File: src/rtl/fifo_wr_arbiter.sv
// Round-robin arbiter sharing one FIFO write port among NumReq producers.
// A producer owns the port for up to MaxBurst accepted beats, then ownership
// rotates. Writes are combinational from registered state so the FIFO
// captures on the same edge the producer sees its grant.
module fifo_wr_arbiter #(
  parameter int NumReq    = 4,
  parameter int DataWidth = 32,
  parameter int MaxBurst  = 4
) (
  input  logic                           clk,
  input  logic                           rst,
  input  logic [NumReq-1:0]              req,
  input  logic [NumReq*DataWidth-1:0]    reqData,
  output logic [NumReq-1:0]              gnt,
  output logic                           writeEn,
  output logic [DataWidth-1:0]           writeData,
  input  logic                           full,
  output logic [$clog2(NumReq)-1:0]      owner,
  output logic                           busy
);

  localparam int OwW  = $clog2(NumReq);
  localparam int CntW = $clog2(MaxBurst + 1);

  typedef enum logic {IDLE = 1'b0, GRANT = 1'b1} state_e;

  state_e          state_q, state_d;
  logic [OwW-1:0]  owner_q, owner_d;
  logic [OwW-1:0]  last_q,  last_d;
  logic [CntW-1:0] cnt_q,   cnt_d;

  // First set request strictly after 'base', wrapping; base itself is
  // checked last. Returns base when nothing is requesting (caller gates).
  function automatic logic [OwW-1:0] rr_pick(input logic [NumReq-1:0] r,
                                             input logic [OwW-1:0]    base);
    logic [OwW-1:0] pick;
    int             idx;
    pick = base;
    for (int k = NumReq; k >= 1; k--) begin
      idx = (int'(base) + k) % NumReq;
      if (r[idx]) pick = OwW'(idx);
    end
    return pick;
  endfunction

  // Per-requester accept strobe: only the owner can be accepted, so gnt is
  // one-hot or zero by construction, and full blocks it in the same cycle.
  for (genvar i = 0; i < NumReq; i++) begin : g_gnt
    assign gnt[i] = (state_q == GRANT) && (owner_q == OwW'(i)) && req[i] && !full;
  end

  assign writeEn   = |gnt;
  assign writeData = writeEn ? reqData[int'(owner_q)*DataWidth +: DataWidth]
                             : '0;
  assign owner     = owner_q;
  assign busy      = (state_q == GRANT);

  // Next-state: pick from IDLE, count beats in GRANT, release on burst end or
  // request drop and re-pick in the same cycle so grants run back to back.
  always_comb begin
    logic release_now;
    state_d     = state_q;
    owner_d     = owner_q;
    last_d      = last_q;
    cnt_d       = cnt_q;
    release_now = 1'b0;
    unique case (state_q)
      IDLE: begin
        if (|req) begin
          state_d = GRANT;
          owner_d = rr_pick(req, last_q);
          cnt_d   = '0;
        end
      end
      GRANT: begin
        if (!req[owner_q]) begin
          release_now = 1'b1;
        end else if (writeEn) begin
          if (cnt_q == CntW'(MaxBurst - 1)) release_now = 1'b1;
          else                              cnt_d = cnt_q + CntW'(1);
        end
        // full with a live request stalls: everything holds.
        if (release_now) begin
          last_d = owner_q;
          cnt_d  = '0;
          if (|req) begin
            state_d = GRANT;
            owner_d = rr_pick(req, owner_q);
          end else begin
            state_d = IDLE;
          end
        end
      end
      default: state_d = IDLE;
    endcase
  end

  // State registers; requester 0 gets first priority out of reset.
  always_ff @(posedge clk or negedge rst) begin
    if (!rst) begin
      state_q <= IDLE;
      owner_q <= '0;
      last_q  <= OwW'(NumReq - 1);
      cnt_q   <= '0;
    end else begin
      state_q <= state_d;
      owner_q <= owner_d;
      last_q  <= last_d;
      cnt_q   <= cnt_d;
    end
  end

endmodule

File: config.mk
export PLATFORM = sky130hd
export DESIGN_NAME = fifo_wr_arbiter
export DESIGN_NICKNAME = d
export VERILOG_FILES = /design/src/rtl/fifo_wr_arbiter.sv
export SDC_FILE = /design/constraint.sdc
export NUM_CORES = 1
export LEC_CHECK = 0
export ABC_AREA = 1
export CAP_MARGIN = 20
export CORE_UTILIZATION = 32
export CTS_CLUSTER_DIAMETER = 60
export CTS_CLUSTER_SIZE = 14
export DETAILED_ROUTE_END_ITERATION = 7
export PLACE_DENSITY_LB_ADDON = 0.12
export SYNTH_ARGS = -nofsm -noshare
export SYNTH_HDL_FRONTEND = slang
export SYNTH_SLANG_ARGS = --single-unit
File: constraint.sdc
create_clock -name clk -period 2.9 [get_ports clk]
set_clock_uncertainty 0.1 [all_clocks]
set_input_delay 0.58 -clock clk [delete_from_list [all_inputs] [get_ports clk]]
set_output_delay 0.58 -clock clk [all_outputs]
set_load 0.05 [all_outputs]
# After elaboration in Yosys (flattened, before gate mapping)
# Cells that the tools add are included.
# word_totals
output_inout_bits	40
in_bits	135
register_bits	8
# op_classes
n_reduce_logical	27
n_bitwise	9
shift	1
addsub	9
n_eq_ne	11
mux	52
n_lt_le_gt_ge	9
# op_table
operator	n
indexed part select 128 x 8 -> 32 bit	1
< comparator 3 x 4 -> 1 bit, second input constant	8
2-to-1 mux 32 bit	1
2-to-1 mux 1 bit	23
2-to-1 mux 2 bit	11
binary-select mux 1 bit (select 2 bit)	9
OR reduction 2 bit	8
2-to-1 mux 3 bit	5
logical AND 1 bit	12
adder 2 x 1 -> 2 bit, second input constant	4
adder 2 bit, second input constant	4
bitwise AND 1 bit, first input constant	8
AND reduction 4 bit	2
OR reduction 4 bit	2
inequality test 3 x 2 -> 1 bit, second input constant	2
case mux 3 bit (2 select lines)	1
inequality test 5 x 1 -> 1 bit, second input constant	1
equality test 2 bit, second input constant	2
inequality test 2 x 1 -> 1 bit, second input constant	2
case mux 2 bit (2 select lines)	1
adder 3 x 1 -> 3 bit, second input constant	1
equality test 3 x 2 -> 1 bit, second input constant	1
< comparator 2 x 3 -> 1 bit, second input constant	1
inequality test 3 x 1 -> 1 bit, second input constant	1
7 further kinds	7

# Depth between registers and ports, before layout
# Gate-level depths: netlist (run 1).
# depth
ltp_word	13
mapped_depth	14
mapped_depth_nobuf	13

# Least setup slack after synthesis (run 1)
# No wires, ideal clock.
# synth_path
path_kind	register to output
from	register owner_q[1] (netlist: owner[1])
to	output port writeData[10]
t_required_ps	2220
stages_incl_launch_ff	12
path_slack_ps	-699
t_arrival_ps	2919
cell_sequence	dfrtp_1 > buf_2 > inv_2 > buf_1 > ha_1 > nand2_1 > inv_1 > o21ai_0 > nand2_2 > inv_2 > buf_2 > a21oi_1
# synth_between
elab_chain_cells	6
word_cells_on_any_way	19
cone_classes	eq/ne: 3; shift: 1; mux: 1; reduce/logical: 14
# synth_rtl
element	line	text
start: declaration	28	logic [OwW-1:0] owner_q, owner_d;
start signal: assignment	107	owner_q <= owner_d;
equality test 2 x 1 -> 1 bit (tied with other cells)	49	assign gnt[i] = (state_q == GRANT) && (owner_q == OwW'(i)) && req[i] && !full;
logical AND 1 bit (3 in series)	49	
OR reduction 4 bit *	52	assign writeEn = |gnt;
named net writeEn	15	output logic writeEn,
2-to-1 mux 32 bit *	53	assign writeData = writeEn ? reqData[int'(owner_q)*DataWidth +: DataWidth]
end: declaration	16	output logic [DataWidth-1:0] writeData,
# Mark *: on every way through the listed nets, which the timed path passes. The rest lies on a longest branch.

# Final worst setup path (run 1)
# layout_path
from	input port req[0]
to	output port writeData[18]
# layout_between
elab_chain_cells	4
# layout_rtl
element	line	text
start: declaration	12	input logic [NumReq-1:0] req,
logical AND 1 bit (2 in series)	49	
OR reduction 4 bit	52	
2-to-1 mux 32 bit	53	
# Every way passes these cells.

==> run_results.csv, run 1 <==
group,metric,value,unit
power,power.share.clock,0.038,
global_routing,grt_pass1_wl,13700,microns
timing,worstMarginPinSlew,0.672,ns
floorplanning,rows,28,
setup_path,cp_slowest_cell,"clkdlybuf4s50_1",
floorplanning,start_util,0.332,
power,p_per_area,921,nW/um^2
power,p_switching,2.36,mW
min_path,hp-class,"flip-flop to flip-flop",
routing,firstDrtPassIters,4,
routing,wl_per_cell,13.9,microns
routing,drc_errors,0,
min_path,hp-start,"cnt_q[1]",
cells_and_area,layout_commonest_cell,"clkdlybuf4s50_1",
floorplanning,core_area,5890,sq um
cells_and_area,layout-drive-gt1-share,0.195,
placement,hpwl,6960,microns
setup_path,r2r-end,"cnt_q[2]",
setup_path,path_class,"primary input to output pin",
setup_path,r2r_start,"owner[0]",
global_routing,grt_overflow,0,
clocking,cts_buffers,3,
setup_path,worstPathCellList,"clkdlybuf4s50_1, nand2_1, inv_1, o21ai_0, nand2_2, inv_4, buf_12, a21oi_4, buf_4",
setup_path,path_buf_inv,5,
power,power_frac_seq,0.064,
floorplanning,io_pins,175,
timing,worst_slack,0.118,ns
power,comb_power_share,0.898,
placement,gp_congestion,0.803,
cells_and_area,diodes,0,
cells_and_area,nFillCells,529,
setup_path,critical_path_required,2.22,ns
timing,rsz0062_at_grt,"false",
timing,finalSetupViolCount,0,
global_routing,antenna_found_initial,0,
clocking,holdBufCountCts,0,
power,irDropWorstVdd,0.770,mV
min_path,hold_end,"cnt_q[1]",
timing,relSlewSlack,0.548,
yosys,synthesis.nets,531,
cells_and_area,area_delta_synth_final,111,%
placement,placed_area,4040,sq um
yosys,synth_cell_type_count,27,
clocking,path_clk_slew,0.04,ns
yosys,yosysSeqAreaShare,0.104,
yosys,netlist_instances,390,
routing,via_count,3112,
power,p_int,1.43,mW
routing,ant_nets,0,
run,cap_violations,0,
clocking,clock_tree.buffer_depth,2,
placement,port_buffers,174,
routing,first_iter_violations,152,
yosys,yosys_warnings,0,
global_routing,grt_max_degree,67,
setup_path,crit_arrival,2.10,ns
setup_path,r2r_cells,11,
floorplanning,die_h,80.1,microns
clocking,root_buffer,"clkbuf_8",
setup_path,cpPeakStageDelay,0.44,ns
status,status,"finished, final reports clean",
global_routing,grtUsageTotal,0.273,
yosys,syn_avg_cell_area,5.00,sq um
routing,routed_wl,8780,microns
timing,holdWs,0.387,ns
timing,tns,0,ns
setup_path,r2r_slack,0.87,ns
yosys,ys_seq_elements,8,
power,switching_share,0.623,
timing,fmax,359,MHz
routing,routed_via_density,4.94,
cells_and_area,postLayoutCellArea,4110,sq um
clocking,cts_tree,"built",
min_path,hold_depth,2,
timing,finalCritPeriodShare,0.959,
floorplanning,die_x,80.1,microns
setup_path,critPathLaunchType,"primary input",
clocking,cts.htree.levels,1,
power,p_leak,1.73,nW
setup_path,crit_fanout,12,
placement,place_ws,0.0827,ns
setup_path,cp-end-kind,"output pin",
setup_path,cpLargestDelayFamily,"buffers and inverters",
cells_and_area,final_core_util,0.698,
timing,slew_violations,0,
floorplanning,dieArea,6420,sq um
clocking,cts.sinks,8,
yosys,synth_area,1950,sq um
timing,finalHoldViolations,0,
clocking,worstSkewPairLatency,0.24,ns
cells_and_area,most-common-layout-cells,"136 x clkdlybuf4s50_1, 133 x nor2_1, 70 x o21ai_0",
timing,min_period,2.78,ns
cells_and_area,nets,697,
global_routing,grt_pass1_vias,2964,
==> power by group through the flow <==
stage,Clock [mW],Sequential (mW),Combinational (mW)
floorplan,0,0.250,2.53
global placement,0,0.246,3.30
detailed placement,0,0.249,3.38
CTS,0.147,0.248,3.39
global route,0.153,0.253,3.72
finish,0.145,0.242,3.40
==> Yosys cell counts (all sizes together) <==
| master | number | area share |
|---|---|---|
| nand3b | 1 | 0.0038 |
| o21a | 1 | 0.0038 |
| nor4 | 1 | 0.0032 |
| ha | 6 | 0.038 |
| inv | 22 | 0.044 |
| nand3 | 11 | 0.031 |
| a21oi | 33 | 0.085 |
| dfrtp | 6 | 0.077 |
| nor2 | 136 | 0.27 |
| clkbuf | 6 | 0.012 |
| nand2 | 66 | 0.13 |
| buf | 21 | 0.065 |
| dfstp | 2 | 0.027 |
| o31ai | 2 | 0.0077 |
| or2 | 2 | 0.0064 |
| o21ai | 74 | 0.20 |
==> worst min-delay path, cell delays in order (launching register included) <==
cell     delay (ns)
dfrtp_1        0.34
nand2_1        0.05
nand2_1        0.05
==> kinds of logic after synthesis <==
kind of cell,count (synthesis),synth area share
compound gates,110,0.292
fa+ha+maj,6,0.0385
buf+inv,49,0.121
flops,8,0.104
simple gates,217,0.446
==> flip-flops by register name, summed over array words and instances (netlist names) <==
name	flops
last_q	2
owner	2
busy	1
cnt_q	3
==> layer usage <==
layer | global-route usage | routed length (microns)
met5 | 0 | 0
met4 | 0.0893 | 201
met3 | 0.0500 | 588
met2 | 0.524 | 4810
met1 | 0.298 | 3170
==> layout make-up <==
cell class	count	area [sq um]	share of cell area
inverter	22	87.6	0.0213
timing repair buffer	188	1820	0.442
clock buffer	4	45.0	0.0110
multi-input combinational	333	1860	0.452
tap	75	93.8	0.0228
sequential	8	205	0.0499
==> worst max-delay path by stage <==
stage	start	endpoint	cells past startpoint	slack [ns]
global route	owner[0]	writeData[18]	10	0.04
CTS	owner[0]	writeData[22]	6	0.05
finish	req[0]	writeData[18]	9	0.12
floorplan	owner[1]	writeData[10]	11	-0.07
global placement	req[0]	writeData[2]	9	0.08
detailed placement	req[0]	writeData[18]	9	0.08
==> through the flow <==
stage | std cells | power (mW)
floorplan | 390 | 2.78
global placement | 624 | 3.55
detailed placement | 624 | 3.63
CTS | 628 | 3.78
global route | 630 | 4.12
finish | 630 | 3.78
==> repair_timing <==
item	4_1_cts	5_1_grt
endpoints found under the setup margin	0	32
setup buffers	0	2
resized for setup	0	2
No activity file was read; power rests on OpenSTA's default activity.
==> inputs of run 2 (changes only) <==
--- a/config.mk
+++ b/config.mk
@@ -7,6 +7,7 @@
 export LEC_CHECK = 0
 export ABC_AREA = 1
 export CAP_MARGIN = 20
+export CORE_MARGIN = 4
 export CORE_UTILIZATION = 32
 export CTS_CLUSTER_DIAMETER = 60
 export CTS_CLUSTER_SIZE = 14
==> run_results.csv, run 2 (same netlist as run 1, synthesis figures left out) <==
group,metric,value,unit
placement,gp_congestion,0.876,
min_path,hp-class,"flip-flop to flip-flop",
setup_path,crit_arrival,2.07,ns
setup_path,worstSetupStartpoint,"req[0]",
power,p_leak,1.72,nW
setup_path,critPathLaunchType,"primary input",
cells_and_area,final_core_util,0.689,
global_routing,grt_max_degree,59,
routing,ant_nets,0,
setup_path,crit_fanout,18,
floorplanning,rows,28,
timing,fmax,363,MHz
routing,wl_per_cell,14.2,microns
setup_path,r2r_start,"owner[0]",
cells_and_area,most-common-layout-cells,"136 x clkdlybuf4s50_1, 133 x nor2_1, 70 x o21ai_0",
placement,placed_cells,624,
clocking,path_clk_slew,0.04,ns
placement,hpwl,7330,microns
setup_path,path_class,"primary input to output pin",
clocking,cts.htree.levels,1,
routing,wl_met3,662,microns
clocking,worstSkewPairLatency,0.23,ns
setup_path,r2r-end,"cnt_q[2]",
floorplanning,start_util,0.330,
cells_and_area,largest_register_ffs,3,
floorplanning,dieArea,7410,sq um
routing,drc_errors,0,
placement,port_buffers,174,
timing,finalSetupViolCount,0,
setup_path,cp-end-kind,"output pin",
power,finalPower,3.74,mW
setup_path,critical_path_required,2.22,ns
routing,first_iter_violations,70,
cells_and_area,area_delta_synth_final,109,%
cells_and_area,nets,695,
routing,firstDrtPassIters,4,
cells_and_area,layout_commonest_cell,"clkdlybuf4s50_1",
routing,m1WireLength,3400,microns
global_routing,grt_pass1_wl,13900,microns
timing,worstMarginPinSlew,0.514,ns
routing,routed_wl,8940,microns
floorplanning,core_area,5920,sq um
routing,met2_length,4670,microns
clocking,cts.sinks,8,
timing,finalCritPeriodShare,0.950,
cells_and_area,diodes,0,
global_routing,grtUsageTotal,0.231,
power,p_per_area,918,nW/um^2
routing,highest_layer,"met4",
timing,holdWs,0.383,ns
global_routing,grt_overflow,0,
clocking,root_buffer,"clkbuf_8",
cells_and_area,layout-drive-gt1-share,0.192,
global_routing,antenna_found_initial,0,
setup_path,r2r_cells,12,
timing,tns,0,ns
global_routing,grt_pass1_vias,3004,
cells_and_area,regMostFlops,"cnt_q",
clocking,cts_tree,"built",
run,cap_violations,0,
clocking,cts_buffers,3,
routing,via_count,3058,
timing,min_period,2.75,ns
clocking,post-cts-setup-buffers,0,
routing,routed_via_density,4.87,
floorplanning,die_x,86.1,microns
clocking,clock_tree.buffer_depth,2,
floorplanning,die_h,86.1,microns
timing,relSlewSlack,0.653,
setup_path,worstSetupEndpoint,"writeData[11]",
status,status,"finished, final reports clean",
cells_and_area,layout.cells.non_filler,628,
timing,rsz0062_at_grt,"false",
timing,slew_violations,0,
power,irDropWorstVdd,0.685,mV
floorplanning,io_pins,175,
timing,finalHoldViolations,0,
min_path,hold_depth,2,
setup_path,r2r_slack,0.74,ns
==> run 2: layer usage <==
metal,vias to the layer above,GRT usage
li1,1584,-
met1,1341,0.258
met2,114,0.433
met3,19,0.0519
met4,0,0.0633
met5,-,0
==> run 2: area by class of cell <==
type,count,area (sq um)
multi-input combinational,333,1860
timing repair buffer,186,1790
inverter,22,85.1
fill,558,1840
clock buffer,4,45.0
tap,75,93.8
sequential,8,205
==> run 2: how the worst min path moves through the flow <==
stage	startpoint	endpoint	slack (ns)
CTS	cnt_q[2]	cnt_q[2]	0.39
global route	cnt_q[2]	cnt_q[2]	0.42
floorplan	rst	busy	0.18
detailed placement	cnt_q[2]	cnt_q[2]	0.38
global placement	cnt_q[1]	cnt_q[1]	0.37
finish	cnt_q[2]	cnt_q[2]	0.38
==> run 2: critical path, cell delays in order <==
cell,delay (ns)
clkdlybuf4s50_1,0.43
nand2_1,0.09
inv_1,0.04
o21ai_0,0.20
nand2_2,0.12
inv_2,0.11
buf_12,0.24
a21oi_4,0.04
buf_4,0.20
==> run 2: stage by stage <==
stage | cell area, sq um | worst slack (ns)
2_1_floorplan | 2310 | -0.0670
3_3_place_gp | 4030 | 0.189
3_5_place_dp | 4030 | 0.167
4_1_cts | 4080 | 0.154
5_1_grt | 4080 | 0.0199
6_report | 4080 | 0.146
==> run 2: where the power goes <==
| part | internal, mW | switching [mW] |
|---|---|---|
| registers | 0.168 | 0.0637 |
| clock network | 0.0955 | 0.0466 |
| logic | 1.14 | 2.23 |
==> run 2: repair_timing <==
action | CTS | global route
resized for setup | 0 | 1
setup endpoints to repair | 0 | 1
hold buffers | 0 | 0
